`src/rtl/sample_stream_analyzer_if.sv`:
```
// Stream and result bundle for sample_stream_analyzer: the master feeds samples
// and start requests, the slave (the analyzer) returns status and window results.
interface sample_stream_analyzer_if #(
   parameter int DATA_W  = 24,
   parameter int WIN_LEN = 1024
);
   localparam int CNT_W = $clog2(WIN_LEN + 1);

   logic                     start_i;
   logic signed [DATA_W-1:0] sample_i;
   logic                     sample_valid_i;
   logic                     busy_o;
   logic                     done_o;
   logic signed [DATA_W-1:0] max_o;
   logic signed [DATA_W-1:0] min_o;
   logic [CNT_W-1:0]         zc_cnt_o;
   logic [CNT_W-1:0]         period_o;

   modport master (
      output start_i, sample_i, sample_valid_i,
      input  busy_o, done_o, max_o, min_o, zc_cnt_o, period_o
   );

   modport slave (
      input  start_i, sample_i, sample_valid_i,
      output busy_o, done_o, max_o, min_o, zc_cnt_o, period_o
   );
endinterface

```
`src/rtl/sample_stream_analyzer.sv`:
```
// Windowed peak / rising zero-crossing / period analyzer for a signed sample stream.
// Define ZC_HYST_EN to qualify crossings with +/-HYST hysteresis instead of a plain sign change.
module sample_stream_analyzer #(
   parameter int DATA_W  = 24,
   parameter int WIN_LEN = 1024,
   parameter int HYST    = 256
) (
   input logic                     clk,
   input logic                     rst_ni,
   sample_stream_analyzer_if.slave bus
);
   localparam int CNT_W = $clog2(WIN_LEN + 1);
   localparam logic [CNT_W-1:0] WIN_CNT = CNT_W'(WIN_LEN);

   if (WIN_LEN < 2 || HYST < 0) begin : g_param_check
      $error("sample_stream_analyzer: WIN_LEN must be >= 2 and HYST >= 0");
   end

   typedef enum logic [1:0] {IDLE, MEAS, DONE} state_e;

   state_e                   state_q, state_d;
   logic [CNT_W-1:0]         smp_cnt_q;
   logic [CNT_W-1:0]         zc_q;
   logic [CNT_W-1:0]         per_cnt_q;
   logic [CNT_W-1:0]         per_res_q;
   logic signed [DATA_W-1:0] run_max_q;
   logic signed [DATA_W-1:0] run_min_q;
   logic                     seen_zc_q;
   logic                     prev_neg_q;

   logic signed [DATA_W-1:0] max_q, min_q;
   logic [CNT_W-1:0]         zc_out_q, per_out_q;

   logic accept;
   logic first_smp;
   logic last_smp;
   logic rise;

   assign accept    = (state_q == MEAS) && bus.sample_valid_i;
   assign first_smp = (smp_cnt_q == '0);
   assign last_smp  = accept && (smp_cnt_q == WIN_CNT - 1'b1);

`ifdef ZC_HYST_EN
   localparam logic signed [DATA_W-1:0] HYST_POS = DATA_W'(HYST);
   localparam logic signed [DATA_W-1:0] HYST_NEG = -HYST_POS;

   logic arm_q;

   // The arm flag starts cleared each window, so the first sample can never count.
   assign rise = accept && arm_q && (bus.sample_i >= HYST_POS);

   always_ff @(posedge clk or negedge rst_ni) begin
      if (!rst_ni) begin
         arm_q <= 1'b0;
      end else if (state_q == IDLE && bus.start_i) begin
         arm_q <= 1'b0;
      end else if (rise) begin
         arm_q <= 1'b0;
      end else if (accept && bus.sample_i <= HYST_NEG) begin
         arm_q <= 1'b1;
      end
   end
`else
   assign rise = accept && !first_smp && prev_neg_q && !bus.sample_i[DATA_W-1];
`endif

   always_ff @(posedge clk or negedge rst_ni) begin
      if (!rst_ni) state_q <= IDLE;
      else         state_q <= state_d;
   end

   always_comb begin
      // NOTE: default first so every path assigns state_d and no latch is inferred.
      state_d = state_q;
      unique case (state_q)
         IDLE:    if (bus.start_i) state_d = MEAS;
         MEAS:    if (last_smp)    state_d = DONE;
         DONE:    state_d = IDLE;
         default: state_d = IDLE;
      endcase
   end

   always_ff @(posedge clk or negedge rst_ni) begin
      if (!rst_ni) begin
         // NOTE: non-blocking assignments keep every register sampling pre-edge values.
         smp_cnt_q  <= '0;
         zc_q       <= '0;
         per_cnt_q  <= '0;
         per_res_q  <= '0;
         run_max_q  <= '0;
         run_min_q  <= '0;
         seen_zc_q  <= 1'b0;
         prev_neg_q <= 1'b0;
      end else if (state_q == IDLE && bus.start_i) begin
         smp_cnt_q  <= '0;
         zc_q       <= '0;
         per_cnt_q  <= '0;
         per_res_q  <= '0;
         run_max_q  <= '0;
         run_min_q  <= '0;
         seen_zc_q  <= 1'b0;
         prev_neg_q <= 1'b0;
      end else if (accept) begin
         smp_cnt_q  <= smp_cnt_q + 1'b1;
         prev_neg_q <= bus.sample_i[DATA_W-1];

         if (first_smp || bus.sample_i > run_max_q) run_max_q <= bus.sample_i;
         if (first_smp || bus.sample_i < run_min_q) run_min_q <= bus.sample_i;

         if (rise) begin
            if (zc_q != WIN_CNT) zc_q <= zc_q + 1'b1;
            if (seen_zc_q)       per_res_q <= per_cnt_q;
            seen_zc_q <= 1'b1;
            per_cnt_q <= CNT_W'(1);
         end else if (per_cnt_q != WIN_CNT) begin
            per_cnt_q <= per_cnt_q + 1'b1;
         end
      end
   end

   // Results only move in DONE, so they stay stable for the whole next window.
   always_ff @(posedge clk or negedge rst_ni) begin
      if (!rst_ni) begin
         max_q     <= '0;
         min_q     <= '0;
         zc_out_q  <= '0;
         per_out_q <= '0;
      end else if (state_q == DONE) begin
         max_q     <= run_max_q;
         min_q     <= run_min_q;
         zc_out_q  <= zc_q;
         per_out_q <= per_res_q;
      end
   end

   assign bus.busy_o   = (state_q == MEAS);
   assign bus.done_o   = (state_q == DONE);
   assign bus.max_o    = max_q;
   assign bus.min_o    = min_q;
   assign bus.zc_cnt_o = zc_out_q;
   assign bus.period_o = per_out_q;

endmodule

```
`src/flat_wrapper.sv`:
```
// flat-port wrapper written by rule: the top's interface ports become plain ports
module sample_stream_analyzer_flat 
#(
   parameter int DATA_W  = 24,
   parameter int WIN_LEN = 1024,
   parameter int HYST    = 256
)
  (clk, rst_ni, bus_start_i, bus_sample_i, bus_sample_valid_i, bus_busy_o, bus_done_o, bus_max_o, bus_min_o, bus_zc_cnt_o, bus_period_o);
  sample_stream_analyzer_if #(.DATA_W(DATA_W), .WIN_LEN(WIN_LEN)) bus_i ();
  input logic clk;
  input logic rst_ni;
  input wire logic [$bits(bus_i.start_i)-1:0] bus_start_i;
  input wire logic [$bits(bus_i.sample_i)-1:0] bus_sample_i;
  input wire logic [$bits(bus_i.sample_valid_i)-1:0] bus_sample_valid_i;
  output wire logic [$bits(bus_i.busy_o)-1:0] bus_busy_o;
  output wire logic [$bits(bus_i.done_o)-1:0] bus_done_o;
  output wire logic [$bits(bus_i.max_o)-1:0] bus_max_o;
  output wire logic [$bits(bus_i.min_o)-1:0] bus_min_o;
  output wire logic [$bits(bus_i.zc_cnt_o)-1:0] bus_zc_cnt_o;
  output wire logic [$bits(bus_i.period_o)-1:0] bus_period_o;
  assign bus_i.start_i = bus_start_i;
  assign bus_i.sample_i = bus_sample_i;
  assign bus_i.sample_valid_i = bus_sample_valid_i;
  assign bus_busy_o = bus_i.busy_o;
  assign bus_done_o = bus_i.done_o;
  assign bus_max_o = bus_i.max_o;
  assign bus_min_o = bus_i.min_o;
  assign bus_zc_cnt_o = bus_i.zc_cnt_o;
  assign bus_period_o = bus_i.period_o;
  sample_stream_analyzer #(.DATA_W(DATA_W), .WIN_LEN(WIN_LEN), .HYST(HYST)) u_core (.clk(clk), .rst_ni(rst_ni), .bus(bus_i));
endmodule
```
`config.mk`:
```
export PLATFORM = sky130hd
export DESIGN_NAME = sample_stream_analyzer_flat
export DESIGN_NICKNAME = d
export VERILOG_FILES = /design/src/rtl/sample_stream_analyzer_if.sv /design/src/rtl/sample_stream_analyzer.sv /design/src/flat_wrapper.sv
export SDC_FILE = /design/constraint.sdc
export NUM_CORES = 1
export LEC_CHECK = 0
export ABC_AREA = 1
export CORE_MARGIN = 1.5
export CORE_UTILIZATION = 40
export CTS_CLUSTER_DIAMETER = 150
export DETAILED_ROUTE_END_ITERATION = 16
export PLACE_DENSITY_LB_ADDON = 0.3
export RECOVER_POWER = 25
export SYNTH_ARGS = -nofsm -noshare
export SYNTH_HDL_FRONTEND = slang
export SYNTH_SLANG_ARGS = --single-unit
```
`constraint.sdc`:
```
create_clock -name clk -period 4.91 [get_ports clk]
set_input_delay 0.7365 -clock clk [delete_from_list [all_inputs] [get_ports clk]]
set_output_delay 0.7365 -clock clk [all_outputs]
set_load 0.005 [all_outputs]
```
### After elaboration in Yosys (flattened, before gate mapping)

Index checks and enable logic that the tools add are counted.

* register bits after elaboration: 166
* latch bits: 0
* memory bits (writable): 0
* memory bits (read-only): 0
* output and inout port bits: 72
* logic and storage cells: 79
* memories kept: 0

* add/sub/neg operators: 3
* multipliers: 0
* div/mod/pow operators: 0
* magnitude comparators: 2
* eq/ne operators: 7
* shifts and indexed selects: 0
* muxes and demuxes: 28
* bitwise logic cells: 0
* reduce and logical (&&, ||, !) cells: 26

Operators by type and width (number)
* 11-bit two-way mux: 14
* 24-bit two-way mux: 6
* 11-bit by 1-bit adder with 11-bit output, second input constant: 3
* 24-bit > comparator: 1
* 24-bit less-than comparator: 1
* 11-bit inequality test, second input constant: 2
* 2-bit nonzero test: 6
* 11-bit by 10-bit == test with 1-bit output, second input constant: 1
* 11-bit zero test: 1
* 2-bit AND reduction: 5
* 1-bit logical AND: 6
* 3-bit AND reduction: 2
* 1-bit two-way mux: 5
* 2-bit two-way mux: 2
* 2-bit one-hot mux with 2 select lines: 1
* 3-bit nonzero test: 1
* 2-bit by 1-bit == test with 1-bit output, second input constant: 1
* 2-bit == test, second input constant: 1
* 1-bit zero test: 2
* 2-bit zero test: 1
* 1-bit logical OR: 2
* 2-bit by 1-bit inequality test with 1-bit output, second input constant: 1
* 2-bit inequality test, second input constant: 1

### Depth between registers and ports, before layout

Gate-level depths: netlist of run 1.

* word-level depth: 8
* mapped depth: 19

### Least setup slack after synthesis of run 1

OpenSTA, ideal clock, no wires.

* path kind: input -> register
* start point: input port bus_sample_i[23]
* end point: register u_core.run_max_q[10]
* data arrival time: 2087 ps
* required time: 4793 ps
* setup slack: 2706 ps
* stages on the path: 15
* path buffers: 1
* path through: ha_1 -> nand4_1 -> inv_1 -> nand2_1 -> nor2_1 -> nand2_1 -> nand3_1 -> nand2_1 -> nand2_1 -> nand2_1 -> nand2_2 -> nand2_4 -> buf_6 -> nand2_1 -> nand2_1

* cells in the longest elaborated chain, start to end: 4

RTL lines
* start, declared: RTL line flat_wrapper.sv:13 `input wire logic [$bits(bus_i.sample_i)-1:0] bus_sample_i;`
* 24-bit > comparator: RTL line sample_stream_analyzer.sv:107 `if (first_smp || bus.sample_i > run_max_q) run_max_q <= bus.sample_i;`
* 1-bit logical OR: RTL line sample_stream_analyzer.sv:107
* 2-bit nonzero test (no line)
* 2-bit AND reduction (no line)
* end signal, assigned: RTL line sample_stream_analyzer.sv:107
* end, declared: RTL line sample_stream_analyzer.sv:26 `logic signed [DATA_W-1:0] run_max_q;`

No other way between the ends.
A chain may end at the register's enable or synchronous reset.

### Final worst setup path of run 1

* start point: input port bus_start_i
* end point: register u_core.run_min_q[15]

* cells in the longest elaborated chain, start to end: 3
* elaborated cells on any way between the ends: 5
* classes of those cells: 1 x mux; 4 x reduce/logical

RTL lines
* start, declared: RTL line flat_wrapper.sv:12 `input wire logic [$bits(bus_i.start_i)-1:0] bus_start_i;`
* 1-bit logical AND *: RTL line sample_stream_analyzer.sv:94 `end else if (state_q == IDLE && bus.start_i) begin`
* 2-bit nonzero test (no line)
* 2-bit AND reduction (no line)
* end signal, assigned: RTL line sample_stream_analyzer.sv:108 `if (first_smp || bus.sample_i < run_min_q) run_min_q <= bus.sample_i;`
* end, declared: RTL line sample_stream_analyzer.sv:27 `logic signed [DATA_W-1:0] run_min_q;`

Every way passes the cells marked *; elsewhere a longest branch is shown, timed or not.

==> results.md, run 1 <==
• final critical-path required period: 3336 ps
• Post-Synthesis Cells: 1017
• area of the mapped netlist: 0.008473 mm2
• I/O pin count: 100
• cts-stage hold buffer count: 0
• aggregate global routing overflow: 0
• largest net degree at the start of global routing: 128
• slowest cell delay on critical path: 890 ps
• CTS tree: yes
• Worst setup EP type: register
• effective utilization at floorplan: 40.56%
• Num Clock Sinks: 166
• area leader, netlist: sky130_fd_sc_hd__dfrtp_1
• area of the multi-input gates: 0.003632 mm2
• transition at the pin with the smallest max-transition slack: 2538 ps
• unrepaired setup endpoints after global routing: false
• internal power component: 2.870 mW
• number of register bits inferred by synthesis: 166
• die area: 0.02207 mm2
• wire length of the first global-routing pass: 32430 um
• routed via count: 6728
• drt total wl: 19110 um
• power per cell area: 443.2 mW/mm2
• outcome: finished with violations
• buffers from clock root to sink, at most: 2
• fraction of power consumed by combinational cells: 31.1%
• sequential fraction of design power: 40.5%
• sw frac: 36.52%
• Inst Count DP: 1356
• violations in the final reports: max-capacitance violations, max-slew violations
• number of unique standard cell types used by synthesis: 36
• crit-path cells: clkdlybuf4s50_1 > nand2_1 > nor2_4 > inv_1 > nand2_2 > nand2_4 > nand2_1 > nand2_1
• Crit Path Category: primary input to register
• leakage component of the power: 5.069 nW
• clock network fraction of design power: 28.3%
• Final Instance Count excl. Fillers: 1387
• DP Area: 0.009639 mm2
• Slowest-stage cell, CP: sky130_fd_sc_hd__nand2_2
• total power consumption of the routed design: 4.521 mW
• number of flops mapped to enable cells by yosys: 0
• dominant delay contributor by cell family on the critical path: simple AND/OR/NAND/NOR gates
• Max-Slew Margin vs Limit: -69.17%
• Hold Crit Depth: 2
• Final Slew Violations: 103
• launching element type of the critical path: primary input
• number of stages on the worst setup path: 8
• worst-case clock skew: 11.62 ps
• wire length per cell after detailed routing: 13.77 um
• final setup fails: 0
• register area share after synthesis: 49.03%
• reported max-cap violation count: 1
• number of buffers added by the clock tree synthesis step: 17
• highest clock frequency the design can meet: 299.8 MHz
• clk_lat worst skew: 430 ps
• Antenna Violating Nets Remaining: 0
• post-CTS sizing: 0
• total area of sequential cells: 0.004154 mm2
• GRT Util Overall: 18.48%
• layout cells sized above 1: 5.576%
• proportion of register bits with asynchronous set or reset after synthesis: 100.0%
• top cells by count, synth: sky130_fd_sc_hd__nand2_1, sky130_fd_sc_hd__dfrtp_1, sky130_fd_sc_hd__inv_1
• number of global-route vias before repair: 6574
• Worst R2R Path Depth: 8
• Period Utilization, post-route: 67.94%
• synthesized area divided by synthesized cell count: 8.331 um2
• Detailed Route Iter0 Violations: 401
• most used flip-flop cell after synthesis: sky130_fd_sc_hd__dfrtp_1
• DRC violation count after routing: 0
• number of nets produced by synthesis: 1098
• number of detailed-route iterations in the first pass: 4
• worst min path class: register to register
• Post-Route Setup TNS: 0 ps
• count of buffer and inverter cells on the critical path: 2
• area share of the largest cell type after synthesis: 49.03%
• Die W: 148.5 um
• Row Count: 53
• vias per inst: 4.851
• depth of the CTS H-tree: 4
• switching power: 1.651 mW
• root buffer selected by CTS: sky130_fd_sc_hd__clkbuf_16
• largest driver fanout on the critical path: 54
• clock-pin slew on the worst setup and hold paths: 60 ps
• Ys Warns: 0
• most common cell in the netlist: sky130_fd_sc_hd__nand2_1
• Port-buffer cells: 99
• sum of net half-perimeters after detailed placement: 13060 um
• nets@finish: 1181
• die height: 148.5 um
• area of the placeable core: 0.02089 mm2
• antenna violations before repair: 0
• arrival time at the worst endpoint: 3690 ps
• final weighted congestion in routability-driven placement: 0.8512
• post-CTS setup buffer count: 0
• P&R area growth vs syn: 20.39%
• main area contributors after synthesis: sky130_fd_sc_hd__dfrtp_1, sky130_fd_sc_hd__nand2_1, sky130_fd_sc_hd__ha_1
• final antenna diode count: 0
• worst-case vdd ir drop: 0.2967 mV
• required time reported for the critical path endpoint: 5270 ps
• Crit path top cell by count: sky130_fd_sc_hd__nand2_1
• count of final hold-check violations: 0
• filler instances: 2037
• core occupancy in the finished layout: 48.84%
• final non-filler cell area: 0.01020 mm2
## through the flow
stage	hold WS, ps	setup WS (ps)
after CTS	470.2	1777
after detailed placement	458.5	1349
after global placement	453.6	1406
after floorplan	440.9	2706
after global routing	489.0	1310
final	468.9	1574
## routing by layer
layer / share of wire (%) / up-vias / global-route usage (%)
met4: 1.5 / 0 / 5.347
met1: 49 / 3140 / 25.61
li1: - / 3441 / -
met3: 3.5 / 22 / 3.926
met5: 0 / - / 0
met2: 46 / 125 / 29.19
## state kept, by name (all words and copies together), names as in the netlist
register             count
u_core.zc_q             11
u_core.bus.min_o        24
u_core.bus.period_o     11
u_core.state_q           2
u_core.prev_neg_q        1
u_core.per_cnt_q        11
u_core.bus.max_o        24
u_core.smp_cnt_q        11
u_core.seen_zc_q         1
u_core.run_min_q        24
u_core.per_res_q        11
u_core.run_max_q        24
u_core.bus.zc_cnt_o     11
## cell families (layout without fill, tap and decap cells)
logic type	after synthesis	after routing	synth area share, %
and+or+nand+nor	481	481	24.54
buffers and inverters	168	263	8.284
AOI/OAI and AO/OA	140	140	9.391
adders and majority gates	53	53	7.826
xor gates and xnor gates	9	9	0.9304
DFF	166	166	49.03
## power by group through the flow
stage | combinational (mW) | sequential [mW] | clock, mW
after floorplan | 1.12 | 1.80 | 0
after global placement | 1.38 | 1.85 | 0
after detailed placement | 1.42 | 1.85 | 0
after CTS | 1.43 | 1.83 | 1.31
after global routing | 1.65 | 1.87 | 1.38
final | 1.41 | 1.83 | 1.28
## placed cells by master (no fill, tap or decap), drive strengths merged, types with 22 or more instances in the layout
master         synthesis  layout
a21oi                 28      28
clkbuf                24      22
clkdlybuf4s50          0      98
dfrtp                166     166
ha                    53      53
inv                  128     129
nand2                311     311
nand3                 67      67
nor2                  63      63
o21ai                 87      87
## area by class of cell
class | instances | area share [%]
Sequential cell | 166 | 40.72
Multi-Input combinational cell | 683 | 35.61
Timing Repair Buffer | 103 | 9.960
Inverter | 129 | 4.771
Clock buffer | 21 | 4.612
Tap cell | 275 | 3.373
Clock inverter | 10 | 0.9567
## final timing paths
path / startpoint / endpoint / slack [ps]
worst max-delay path: bus_start_i / u_core.run_min_q[15]$_DFFE_PN0P_ / 1570
worst min-delay path: u_core.per_res_q[4]$_DFFE_PN0P_ / u_core.bus.period_o[4]$_DFFE_PN0P_ / 470
worst max register to register: u_core.state_q[0]$_DFFE_PN0P_ / u_core.run_min_q[15]$_DFFE_PN0P_ / 1880
worst min register to register: u_core.per_res_q[4]$_DFFE_PN0P_ / u_core.bus.period_o[4]$_DFFE_PN0P_ / 470
max in group asynchronous: rst_ni / u_core.bus.max_o[21]$_DFFE_PN0P_ / 2230
min in group asynchronous: rst_ni / u_core.bus.max_o[5]$_DFFE_PN0P_ / 1100
## worst reg2reg max path: stages (launching register included)
cell and delay, ps:
sky130_fd_sc_hd__dfrtp_1 320, sky130_fd_sc_hd__inv_1 100, sky130_fd_sc_hd__nand2_1 120, sky130_fd_sc_hd__nor2_4 40, sky130_fd_sc_hd__inv_1 670, sky130_fd_sc_hd__nand2_2 890, sky130_fd_sc_hd__nand2_4 630, sky130_fd_sc_hd__nand2_1 110
sky130_fd_sc_hd__nand2_1 80
Note: power is estimated with default switching activity, not from simulation.
==> inputs of run 2 (changes only) <==
- clock period: 4.91 -> 2.8 ns (I/O delays scaled with it)
==> results.md, run 2 (synthesis results as in run 1) <==
• slowest cell delay on critical path: 480 ps, -410 ps
• leakage component of the power: 5.146 nW, +1.5%
• number of detailed-route iterations in the first pass: 4, unchanged
• commonest non-fill, non-tap cell in the layout: sky130_fd_sc_hd__nand2_1
• Worst setup EP type: register
• worst min path class: register to register
• Detailed Route Iter0 Violations: 355, -11%
• highest clock frequency the design can meet: 424.5 MHz
• CTS tree: yes
• required time reported for the critical path endpoint: 3110 ps, -2160 ps
• Period Utilization, post-route: 84.13%
• nets@finish: 1197, +1.4%
• clock network fraction of design power: 29.3%, +1.0 points
• layout cells sized above 1: 6.832%, +1.3 points
• final non-filler cell area: 0.01036 mm2, +1.6%
• dominant delay contributor by cell family on the critical path: simple AND/OR/NAND/NOR gates
• power per cell area: 788.7 mW/mm2, +78%
• Num Clock Sinks: 166, unchanged
• Final Slew Violations: 0, -100%
• total power consumption of the routed design: 8.173 mW, +81%
• final weighted congestion in routability-driven placement: 0.8506, about the same
• Post-Route Setup TNS: 0 ps, unchanged
• final critical-path required period: 2356 ps
• Port-buffer cells: 99, unchanged
• final worst hold slack: 467.6 ps, -1.287 ps
• fraction of power consumed by combinational cells: 31.6%, +0.5 points
• launching element type of the critical path: primary input
• sequential fraction of design power: 39.2%, -1.3 points
• count of final hold-check violations: 0, unchanged
• reported max-cap violation count: 0, -1
• commonest cells after routing, fill and taps aside: sky130_fd_sc_hd__nand2_1, sky130_fd_sc_hd__dfrtp_1, sky130_fd_sc_hd__inv_1
• Row Count: 53, unchanged
• cts-stage hold buffer count: 1, +1
• buffers from clock root to sink, at most: 2, unchanged
• die area: 0.02207 mm2, unchanged
• arrival time at the worst endpoint: 2670 ps, -1020 ps
• DP Area: 0.009777 mm2, +1.4%
• switching power: 2.893 mW, +75%
• Hold Crit Endpoint: u_core.bus.period_o[0]$_DFFE_PN0P_
• largest net degree at the start of global routing: 75, -41%
• worst-case vdd ir drop: 0.4908 mV, +65%
• outcome: complete, no violations
• clock-pin slew on the worst setup and hold paths: 60 ps, about the same
• crit-path cells: clkdlybuf4s50_1 > ha_1 > nand2_1 > nor2_1 > nand4_1 > a21oi_1 > nor2_1 > nand3b_1 > nand2_1 > nand2_2 > nand2_4 > nand2_1 > nand2_1
• aggregate global routing overflow: 0, unchanged
• depth of the CTS H-tree: 4, unchanged
• Hold Crit Depth: 2, unchanged
• transition at the pin with the smallest max-transition slack: 1307 ps, -1230 ps
• unrepaired setup endpoints after global routing: false
• worst flop-to-flop path startpoint: u_core.run_min_q[23]$_DFFE_PN0P_
• sum of net half-perimeters after detailed placement: 13730 um, +5.1%
• antenna violations before repair: 0, unchanged
• wire length per cell after detailed routing: 13.60 um, -1.3%
• beginning of the worst hold path: u_core.per_res_q[0]$_DFFE_PN0P_
• effective utilization at floorplan: 40.56%, unchanged
• largest driver fanout on the critical path: 24, -56%
• clk_lat worst skew: 430 ps, about the same
• setup slack of the most critical reg-to-reg path: 530 ps, -1350 ps
• final setup fails: 0, unchanged
• Max-Slew Margin vs Limit: 12.83%, +82 points
• Slowest-stage cell, CP: sky130_fd_sc_hd__clkdlybuf4s50_1
• number of buffers added by the clock tree synthesis step: 17, unchanged
• drt total wl: 19070 um, -0.18%
• vias per inst: 4.836, -0.31%
• final antenna diode count: 0, unchanged
• Worst R2R Path Depth: 13, +5
• Inst Count DP: 1371, +1.1%
• Antenna Violating Nets Remaining: 0, unchanged
• sw frac: 35.40%, -1.1 points
• root buffer selected by CTS: sky130_fd_sc_hd__clkbuf_16
• count of buffer and inverter cells on the critical path: 1, -1
• post-CTS setup buffer count: 0, unchanged
• routed via count: 6780, +0.77%
• worst-case clock skew: 9.276 ps, -2.343 ps
• GRT Util Overall: 18.65%, +0.17 points
• Final Instance Count excl. Fillers: 1402, +1.1%
• Crit path top cell by count: sky130_fd_sc_hd__nand2_1
• die height: 148.5 um, unchanged
• area of the placeable core: 0.02089 mm2, unchanged
• I/O pin count: 100, unchanged
• P&R area growth vs syn: 22.30%
• post-CTS sizing: 0, unchanged
• endpoint of the worst-slack reg-to-reg timing path: u_core.run_min_q[8]$_DFFE_PN0P_
• wire length of the first global-routing pass: 32580 um, +0.47%
• number of global-route vias before repair: 6444, -2.0%
• internal power component: 5.280 mW, +84%
• Die W: 148.5 um, unchanged
• Crit Path Category: primary input to register
• DRC violation count after routing: 0, unchanged
## run 2: per-stage QoR
stage,worst slack [ps],utilization [%]
floorplan,912.2,-
global placement,27.43,46.80
detailed placement,-14.99,46.80
CTS,426.3,49.75
global route,127.7,49.61
finish,444.5,49.61
## run 2: per-layer routing
layer,wire length [um],vias up,track usage [%]
met2,8947,125,29.58
met1,9262,3171,26.23
li1,-,3471,-
met3,678,13,3.773
met5,0,-,0
met4,180,0,4.554
## run 2: cell type report
| cell class | count | area (um2) |
|---|---|---|
| clock inverter | 11 | 151.4 |
| tap | 275 | 344.1 |
| multi-input combinational | 683 | 3625 |
| sequential | 166 | 4154 |
| fill | 2035 | 10530 |
| inverter | 129 | 486.7 |
| timing repair buffer | 119 | 1149 |
| clock buffer | 19 | 452.9 |
## run 2: worst min-delay path, cell delays in order, from the launching register on
cell and delay, ps:
sky130_fd_sc_hd__dfrtp_1 340, sky130_fd_sc_hd__nand2_1 50, sky130_fd_sc_hd__nand2_1 50
## run 2: worst max path at each step
stage	from	endpoint	depth (start not counted)
6_report	bus_sample_i[23]	u_core.run_min_q[8]$_DFFE_PN0P_	13
5_1_grt	rst_ni	u_core.run_min_q[19]$_DFFE_PN0P_	3
4_1_cts	bus_sample_i[23]	u_core.run_min_q[8]$_DFFE_PN0P_	13
3_5_place_dp	bus_sample_i[23]	u_core.run_min_q[21]$_DFFE_PN0P_	13
3_3_place_gp	bus_sample_i[23]	u_core.run_min_q[19]$_DFFE_PN0P_	13
2_1_floorplan	bus_sample_i[23]	u_core.run_max_q[10]$_DFFE_PN0P_	15
## run 2: power groups by stage
stage	Combinational [mW]	Clock (mW)	Sequential, mW
6_report	2.58	2.39	3.20
5_1_grt	3.04	2.56	3.27
4_1_cts	2.63	2.44	3.20
3_5_place_dp	2.62	0	3.23
3_3_place_gp	2.54	0	3.23
2_1_floorplan	1.96	0	3.16
